## src/rtl/instruction_fetch.sv

```systemverilog
// Fetch stage: owns the PC, reads instruction memory over req/ack, holds the word
// on I until the datapath retires it, then selects the sequential/branch/jump next PC.
module instruction_fetch #(
    parameter logic [31:0] RESET_PC    = 32'h0000_0000,
    parameter logic [31:0] COUNT_RESET = 32'h0000_0000
) (
    input  logic        clk,
    input  logic        rst,
    output logic        imem_req,
    output logic [31:0] imem_addr,
    input  logic        imem_ack,
    input  logic [31:0] imem_rdata,
    output logic [31:0] I,
    output logic [31:0] pc,
    output logic [31:0] pc_plus4,
    output logic        inst_valid,
    input  logic        inst_taken,
    input  logic        branch_taken,
    input  logic        jump,
    output logic [31:0] inst_count,
    output logic [1:0]  dbg_state_o
);

    typedef enum logic [1:0] {
        IDLE = 2'd0,
        REQ  = 2'd1,
        HOLD = 2'd2
    } state_t;

    state_t      state_q;
    logic        req_q;
    logic        valid_q;
    logic [31:0] pc_q;
    logic [31:0] inst_q;
    logic [31:0] count_q;
    logic [31:0] pc_plus4_d;
    logic [31:0] next_pc_d;
    logic [31:0] count_d;

    // Memory handshake: imem_req is held with a constant imem_addr until the
    // single-cycle imem_ack pulse; an ack seen outside REQ is ignored.
    always_comb begin
        pc_plus4_d = pc_q + 32'd4;
        count_d    = count_q + 32'd1;
        next_pc_d  = pc_plus4_d;
        if (jump) begin
            next_pc_d = {pc_plus4_d[31:28], inst_q[25:0], 2'b00};
        end else if (branch_taken) begin
            next_pc_d = pc_plus4_d + {{14{inst_q[15]}}, inst_q[15:0], 2'b00};
        end
    end

    always_ff @(posedge clk) begin
        if (rst) begin
            state_q <= IDLE;
            req_q   <= 1'b0;
            valid_q <= 1'b0;
            pc_q    <= RESET_PC;
            inst_q  <= 32'h0000_0000;
            count_q <= COUNT_RESET;
        end else begin
            case (state_q)
                IDLE: begin
                    state_q <= REQ;
                    req_q   <= 1'b1;
                end
                REQ: begin
                    if (imem_ack) begin
                        inst_q  <= imem_rdata;
                        state_q <= HOLD;
                        req_q   <= 1'b0;
                        valid_q <= 1'b1;
                    end
                end
                HOLD: begin
                    if (inst_taken) begin
                        pc_q    <= next_pc_d;
                        count_q <= count_d;
                        state_q <= REQ;
                        req_q   <= 1'b1;
                        valid_q <= 1'b0;
                    end
                end
                default: begin
                    state_q <= IDLE;
                    req_q   <= 1'b0;
                    valid_q <= 1'b0;
                end
            endcase
        end
    end

    assign imem_req    = req_q;
    assign imem_addr   = pc_q;
    assign I           = inst_q;
    assign pc          = pc_q;
    assign pc_plus4    = pc_plus4_d;
    assign inst_valid  = valid_q;
    assign inst_count  = count_q;
    assign dbg_state_o = state_q;

endmodule

```

## config.mk

```make
export PLATFORM = sky130hd
export DESIGN_NAME = instruction_fetch
export DESIGN_NICKNAME = d
export VERILOG_FILES = /design/src/rtl/instruction_fetch.sv
export SDC_FILE = /design/constraint.sdc
export NUM_CORES = 1
export LEC_CHECK = 0
export CAP_MARGIN = 25
export CORE_MARGIN = 4
export CORE_UTILIZATION = 35
export DETAILED_ROUTE_END_ITERATION = 10
export PLACE_DENSITY = 0.69
export SETUP_SLACK_MARGIN = 0.15
export SLEW_MARGIN = 10
export SYNTH_ARGS = -nofsm -noshare
export SYNTH_HDL_FRONTEND = slang
export SYNTH_SLANG_ARGS = --single-unit
```

## constraint.sdc

```tcl
create_clock -name clk -period 6.05 [get_ports clk]
set_clock_uncertainty 0.05 [all_clocks]
set_input_delay 1.21 -clock clk [delete_from_list [all_inputs] [get_ports clk]]
set_output_delay 1.21 -clock clk [all_outputs]
set_load 0.05 [all_outputs]
```

==> flow_summary.ini, run 1 <==
[clocking]
ctsHoldBuffers = 0
numCtsBuffers = 9
clkTransAtPathRegs_ns = 0.08
clock_latency_ns = 0.36
h-tree-depth = 3
cts_resized = 0
clock_sinks = 97
clock_tree.root_cell = clkbuf_16
clockBufferDepth = 2
cts_tree = yes
post_cts_buffers = 0

[timing]
max_freq_ghz = 0.2041
period_needed_ns = 4.900
worst_pin_slew_ns = 0.9607
report.final.slew_viol_count = 0
tns_ns = 0
period_share_pct = 81.00
whs_ns = 0.4040
hold_viol = 0
rsz0062_at_grt = false
relSlewSlack_pct = 35.95
finalSetupViolCount = 0

[finish]
n_antenna_cell = 0
syn2layout_area_growth_pct = 32.42
fin_util_pct = 47.07
layout_commonest_cell = clkdlybuf4s50_1
fin_area_mm2 = 0.008805
stdcell_count = 1238
mostFrequentLayoutCells = clkdlybuf4s50_1 (194), nand2_1 (134), dfxtp_1 (97)
nNetsFinal = 1075
final_layout_size_suffix_gt1_share_pct = 4.382

[pwr]
leakagePower_nw = 3.387
p_per_area_mw_per_mm2 = 174.3
peakVddDrop_v = 0.0001240

[drt]
viasPerCell = 5.371
dr.pass1.iters = 5
first_iter_violations = 467
wl_per_cell_um = 17.08
drt-total-wl_mm = 21.15
drc = 0
ant_nets = 0
vias = 6649

[floorplanning]
coreArea_mm2 = 0.01871
ios = 202
die_h_um = 145.8
die_w_um = 145.8
fp-row-count = 50
design.die.area_mm2 = 0.02127
start_util_pct = 35.55

[setup_path]
cp-start-kind = flip-flop
worstPathMaxFanout = 8
critPathKind = reg2out
worstPathRequired_ns = 4.79
r2r_start = imem_addr[2]$_SDFFE_PP0P_
crit_path_end_kind = primary output
arrival_ns = 3.64
worstRegToRegCells = 13
r2r_end = imem_addr[31]$_SDFFE_PP0P_
r2r_setup_slack_ns = 1.86

[grt]
use_met2_pct = 31.82
grt_usage_pct = 19.43
busiest_layer = met2
grt_overflow = 0
grt_pass1_vias = 6229
grt_pass1_wl_mm = 34.07
use_met1_pct = 25.14
antenna_found_initial = 0
grtUsageMet3_pct = 5.481
grt_max_degree = 88

[synthesis]
avgSynthCellArea_um2 = 7.713
synth_warnings = 0
synth_edf_count = 0
synth_ff_type = dfxtp_1
synth_seq_cells = 97
async_flop_share_pct = 0
synthesis.instances = 862
yosysUniqueCellTypes = 71
synthesis.area_mm2 = 0.006649
ys_seq_area_share_pct = 29.21

[place]
dp_hpwl_mm = 15.74
portBuffers = 195
dp_cells = 1222
dpl_cell_area_mm2 = 0.008501
gp_congestion = 0.9281

[hold_path]
hold_class = reg2reg
hold_end = I[28]$_SDFFE_PP0P_
hold_path_depth = 2
hp-start = I[28]$_SDFFE_PP0P_

[job]
max_cap_violations = 0

[status]
outcome = finished clean
[worst max-delay path, cell delays in order, from the launching register on]
cell             delay (ns)
dfxtp_1                0.47
ha_1                   0.25
and4_1                 0.38
nand3_1                0.29
nor3_1                 0.50
and4_1                 0.27
xor2_1                 0.26
clkdlybuf4s50_1        0.86
[flip-flops by register name, summed over array words and instances (netlist names)]
name / flops
dbg_state_o: 2
inst_count: 32
imem_addr: 30
inst_valid: 1
I: 32
[cell type report]
type	instances	area (µm²)
fillers	1825	9901
clock inverters	7	78.83
inverters	13	48.80
well taps	234	292.8
flip-flops and latches	97	1942
multi-input cells	674	4203
clock buffers	9	225.2
repair buffers	204	2014
[metal layers]
| layer | part of all wire (%) | wire length (µm) |
|---|---|---|
| met1 | 45 | 9431 |
| met2 | 47 | 9916 |
| met3 | 7.1 | 1504 |
| met4 | 1.4 | 299 |
| met5 | 0 | 0 |
[through the flow]
step,setup slack (ns),power (W)
after detailed placement,1.553,0.0009593
after global routing,1.026,0.001597
after CTS,1.153,0.001558
after global placement,1.652,0.0009583
after floorplan,1.483,0.0008674
final,1.150,0.001535
[synthesized netlist by cell type (6+ instances only)]
library cell / number / area share, %
a21oi_1: 88 / 6.6
nor3_1: 11 / 0.83
a211oi_1: 16 / 1.8
clkbuf_1: 33 / 1.9
xor2_1: 38 / 5.0
nor2_1: 84 / 4.7
a31oi_1: 6 / 0.56
and4_1: 13 / 1.7
and3_1: 7 / 0.66
buf_4: 37 / 4.2
nand3_1: 22 / 1.7
nand4_1: 18 / 1.7
or3_1: 6 / 0.56
inv_1: 13 / 0.73
xnor2_1: 39 / 5.1
dfxtp_1: 97 / 29
ha_1: 37 / 7.0
o211ai_1: 11 / 1.2
o21ai_0: 36 / 2.7
a21o_1: 23 / 2.6
nand2_1: 134 / 7.6
[power breakdown]
| part | internal, W | switching [W] |
|---|---|---|
| sequential | 0.000653 | 0.0000196 |
| clock | 0.000296 | 0.000296 |
| combinational | 0.0000940 | 0.000177 |
| total | 0.00104 | 0.000492 |
[how the worst max path moves through the flow]
stage	from	end	slack, ns	cells after the start
3_5_place_dp	imem_addr[2]$_SDFFE_PP0P_	pc_plus4[28]	1.55	7
5_1_grt	imem_addr[2]$_SDFFE_PP0P_	pc_plus4[28]	1.03	7
3_3_place_gp	imem_addr[2]$_SDFFE_PP0P_	pc_plus4[28]	1.65	7
6_report	imem_addr[2]$_SDFFE_PP0P_	pc_plus4[28]	1.15	7
4_1_cts	imem_addr[2]$_SDFFE_PP0P_	pc_plus4[28]	1.15	7
2_1_floorplan	imem_addr[2]$_SDFFE_PP0P_	imem_addr[31]$_SDFFE_PP0P_	1.48	15
[kinds of logic (layout without fill, tap and decap cells)]
kind of cell	count (synthesis)	after routing	share of synthesized area [%]
simple gates	321	321	22.83
flops	97	97	29.21
mux	5	5	0.7528
fa+ha+maj	38	38	7.264
compound gates	227	227	21.85
xor+xnor	77	77	10.14
other cells	1	6	0.05640
buf+inv	96	233	7.904
Note: power is estimated with default switching activity, not from simulation.
==> run 2: changes to the inputs <==
PLACE_DENSITY = 0.71   (was 0.69)
clock period = 4.5 ns   (was 6.05 ns; I/O delays follow)
==> run 2 against run 1 <==
Effect of this change:
- die area is the same
- first-iteration DRC count grew 1.3%
- setup slack lost 0.84 ns
- combinational power grew 37%
- clock-buffer cell count is the same
- largest cell class unchanged
- largest power group unchanged
- sequential power grew 34%
- critical path type unchanged
- cell count up 0.32%
==> flow_summary.ini, run 2 (synthesis gave the netlist of run 1 again) <==
[timing]
rsz0062_at_grt = false
period_share_pct = 93.10
worst_pin_slew_ns = 0.9470
whs_ns = 0.4164
max_freq_ghz = 0.2387
report.final.slew_viol_count = 0
relSlewSlack_pct = 36.63
finalSetupViolCount = 0
tns_ns = 0
period_needed_ns = 4.189
hold_viol = 0

[floorplanning]
die_w_um = 145.8
die_h_um = 145.8
fp-row-count = 50
coreArea_mm2 = 0.01871
start_util_pct = 35.55
ios = 202
design.die.area_mm2 = 0.02127

[drt]
drt-total-wl_mm = 21.91
drc = 0
first_iter_violations = 473
viasPerCell = 5.389
ant_nets = 0
vias = 6693
dr.pass1.iters = 5
wl_per_cell_um = 17.64

[setup_path]
worstPathRequired_ns = 3.55
worstPathMaxFanout = 7
crit_path_end_kind = primary output
cp-start-kind = flip-flop
critPathKind = reg2out
arrival_ns = 3.24

[pwr]
peakVddDrop_v = 0.0001746
leakagePower_nw = 3.530
p_per_area_mw_per_mm2 = 237.7

[clocking]
post_cts_buffers = 0
clockBufferDepth = 2
clock_latency_ns = 0.36
numCtsBuffers = 9
clock_sinks = 97
ctsHoldBuffers = 0
cts_tree = yes
clkTransAtPathRegs_ns = 0.08
h-tree-depth = 3
clock_tree.root_cell = clkbuf_16

[finish]
mostFrequentLayoutCells = clkdlybuf4s50_1 (189), nand2_1 (134), dfxtp_1 (97)
syn2layout_area_growth_pct = 34.27
layout_commonest_cell = clkdlybuf4s50_1
n_antenna_cell = 0
final_layout_size_suffix_gt1_share_pct = 5.754
nNetsFinal = 1079

[job]
max_cap_violations = 0

[grt]
grt_usage_pct = 20.05
grt_max_degree = 44
antenna_found_initial = 1
grt_pass1_vias = 6507
grt_pass1_wl_mm = 34.87
grt_overflow = 0

[hold_path]
hold_class = reg2reg

[status]
outcome = finished clean

[place]
portBuffers = 195
gp_congestion = 0.9417
dp_hpwl_mm = 16.30
run 2: worst paths after layout:
kind	slack, ns	cells past startpoint	to	start
min reg2reg	0.42	2	I[27]$_SDFFE_PP0P_	I[27]$_SDFFE_PP0P_
max	0.31	5	pc_plus4[25]	imem_addr[8]$_SDFFE_PP0P_
max reg2reg	0.51	13	imem_addr[31]$_SDFFE_PP0P_	imem_addr[2]$_SDFFE_PP0P_
min	0.42	2	I[27]$_SDFFE_PP0P_	I[27]$_SDFFE_PP0P_
run 2: where the power goes:
group	total [W]	internal, W	leakage [nW]	switching, W
sequential	0.000903	0.000877	0.785	0.0000258
clock	0.000849	0.000449	0.153	0.000401
combinational	0.000370	0.000128	2.59	0.000242
run 2: final cells by class:
cell class | instances | area, µm²
clock inverter | 7 | 93.84
clock buffer | 9 | 225.2
multi-input combinational | 674 | 4275
sequential | 97 | 1942
timing repair buffer | 208 | 2049
inverter | 13 | 48.80
tap | 234 | 292.8
fill | 1800 | 9778
run 2: repair_timing:
item / in CTS / in global routing
setup endpoints to repair: 2 / 4
gates resized for setup: 2 / 4
cloned: 0 / 0
run 2: metal layers:
metal  wire length (µm)  track usage, %
met1               9578           25.41
met2               9937           32.57
met3               1835           6.229
met4                546           6.458
met5                 14               0
run 2: per-stage QoR:
stage	utilization (%)	instances	worst slack [ns]	cell area [µm²]	power, W
floorplan	-	867	0.1781	6735	0.001167
global placement	45.97	1226	0.6299	8598	0.001292
detailed placement	45.97	1226	0.4794	8598	0.001293
CTS	47.66	1242	0.1822	8915	0.002140
global route	47.73	1242	0.1682	8927	0.002198
finish	47.73	1242	0.3107	8927	0.002122
run 2: critical path, stage by stage, from the launching register on:
cell and delay, ns:
dfxtp_1 0.49, and4_1 0.40, nand4_2 0.30, nor3_2 0.39, xor2_1 0.41, clkdlybuf4s50_1 0.90
==> run 3: changes to the inputs <==
PLACE_DENSITY = 0.69   (was 0.71)
clock period = 3.95 ns   (was 4.5 ns; I/O delays follow)
==> run 3 against run 2 <==
Effect of this change:
- critical path depth rose by 2
- global-route usage grew 0.70 points
- die area unchanged
- cell count rose by 1.1%
- via count down 0.19%
- design area is 4.9% higher
- routed wire length up 4.4%
- clock power grew 9.9%
- critical endpoint is now pc_plus4[16]
==> flow_summary.ini, run 3 (synthesis gave the netlist of run 1 again) <==
[status]
outcome = finished clean

[setup_path]
critPathKind = reg2out
r2r_setup_slack_ns = 0.34
critPathSlowestCell = clkdlybuf4s50_1
max_stage_delay_ns = 0.83
cp_cell_sequence = ha_1, and4_2, buf_4, nand4_1, xnor2_4, buf_4, clkdlybuf4s50_1
worstPathRequired_ns = 3.11
worstPathMaxFanout = 8
crit_family = buffers and inverters
r2r_start = imem_addr[9]$_SDFFE_PP0P_
critPathMostFrequentCell = buf_4
worstRegToRegCells = 15
worst-path-buf-inv = 3
cp-start-kind = flip-flop
arrival_ns = 2.87
crit_path_end_kind = primary output
r2r_end = imem_addr[24]$_SDFFE_PP0P_

[place]
portBuffers = 195
dp_cells = 1236
dp_hpwl_mm = 17.11
gp_congestion = 0.9130
pre_cts_ws_ns = -0.03719

[finish]
fill_cells = 1770
mostFrequentLayoutCells = clkdlybuf4s50_1 (184), nand2_1 (134), a21oi_1 (87)
fin_util_pct = 50.05
syn2layout_area_growth_pct = 40.82
nNetsFinal = 1093
final_layout_size_suffix_gt1_share_pct = 12.52
stdcell_count = 1256
layout_commonest_cell = clkdlybuf4s50_1
n_antenna_cell = 0

[pwr]
total_power_w = 0.002393
p_per_area_mw_per_mm2 = 255.6
peakVddDrop_v = 0.0002013
leakagePower_nw = 3.707

[floorplanning]
coreArea_mm2 = 0.01871
fp-row-count = 50
design.die.area_mm2 = 0.02127
die_h_um = 145.8
die_w_um = 145.8
start_util_pct = 35.55
ios = 202

[drt]
vias = 6680
viasPerCell = 5.318
drc = 0
ant_nets = 0
first_iter_violations = 438
drt-total-wl_mm = 22.88
dr.pass1.iters = 5
wl_per_cell_um = 18.22

[timing]
relSlewSlack_pct = 48.97
max_freq_ghz = 0.2692
hold_viol = 0
worst_pin_slew_ns = 0.7654
report.final.slew_viol_count = 0
finalSetupViolCount = 0
rsz0062_at_grt = true
worst_slack_ns = 0.2358
period_needed_ns = 3.714
whs_ns = 0.4053
period_share_pct = 94.03

[grt]
antenna_found_initial = 2
grt_pass1_wl_mm = 35.90
grt_pass1_vias = 6548
grt_max_degree = 59
grt_usage_pct = 20.75
grt_overflow = 0

[clocking]
h-tree-depth = 3
clockBufferDepth = 2
clock_latency_ns = 0.37
ctsHoldBuffers = 0
cts_tree = yes
clkTransAtPathRegs_ns = 0.08
clock_sinks = 97
clock_tree.root_cell = clkbuf_16
numCtsBuffers = 9

[hold_path]
hold_end = I[30]$_SDFFE_PP0P_
hp-start = I[30]$_SDFFE_PP0P_
hold_path_depth = 2
hold_class = reg2reg

[job]
max_cap_violations = 0
run 3: changes by cell type in the layout (fill, tap and decap cells not counted), sizes merged:
cell,before,now
buf,14,34
bufinv,1,0
clkdlybuf4s50,189,184
clkinv,1,4
clkinvlp,1,0
dlygate4sd2,2,3
dlymetal6s2s,3,1
inv,17,16
run 3: metal layers:
layer	wire, µm	vias to the layer above	global-route usage (%)
met2	10480	215	33.17
met3	1813	35	6.447
met5	26	-	0
met1	10170	3116	27.06
li1	-	3310	-
met4	386	4	5.888
run 3: worst reg2reg max path, stage by stage (launching register included):
cell,delay (ns)
dfxtp_2,0.41
and4_1,0.33
buf_4,0.17
nand3_1,0.16
nor2_2,0.22
xor2_4,0.22
ha_1,0.29
a21o_1,0.19
a31oi_1,0.20
a21boi_1,0.19
buf_4,0.15
o211ai_1,0.08
and2_1,0.22
a21boi_1,0.18
xor2_1,0.25
o22ai_1,0.15
run 3: through the flow:
stage	instance area (µm²)	TNS, ns
after global routing	9363	0
after detailed placement	8887	-0.03719
after floorplan	6960	0
final	9363	0
after global placement	8876	0
after CTS	9205	0
run 3: report_power, final:
group / internal (W) / switching, W / leakage [nW]
Sequential: 0.000997 / 0.0000298 / 0.795
Combinational: 0.000151 / 0.000281 / 2.76
Clock: 0.000457 / 0.000477 / 0.152
Total: 0.00161 / 0.000787 / 3.71
run 3: timing repair:
action,in CTS,in global routing
setup endpoints to repair,5,12
endpoints found under the hold margin,0,0
setup buffers,0,4
gates resized for setup,4,29
pin swaps,0,7
run 3: cell type report:
cell class	count	area, µm²	area share (%)
multi-input cells	674	4596	49.08
repair buffers	222	2137	22.83
flip-flops and latches	97	1972	21.06
well taps	234	292.8	3.127
clock buffers	9	225.2	2.405
clock inverters	7	91.34	0.9755
inverters	13	48.80	0.5212
run 3: worst max-delay path by stage:
| stage | start | endpoint | slack (ns) | cells past startpoint |
|---|---|---|---|---|
| after floorplan | imem_addr[6]$_SDFFE_PP0P_ | imem_addr[31]$_SDFFE_PP0P_ | 0.16 | 15 |
| after global placement | imem_addr[2]$_SDFFE_PP0P_ | imem_addr[31]$_SDFFE_PP0P_ | 0.14 | 13 |
| after detailed placement | imem_addr[2]$_SDFFE_PP0P_ | imem_addr[31]$_SDFFE_PP0P_ | -0.04 | 13 |
| after CTS | imem_addr[2]$_SDFFE_PP0P_ | imem_addr[29]$_SDFFE_PP0P_ | 0.08 | 14 |
| after global routing | imem_addr[2]$_SDFFE_PP0P_ | pc_plus4[16] | 0.1 | 7 |
| final | imem_addr[2]$_SDFFE_PP0P_ | pc_plus4[16] | 0.24 | 7 |
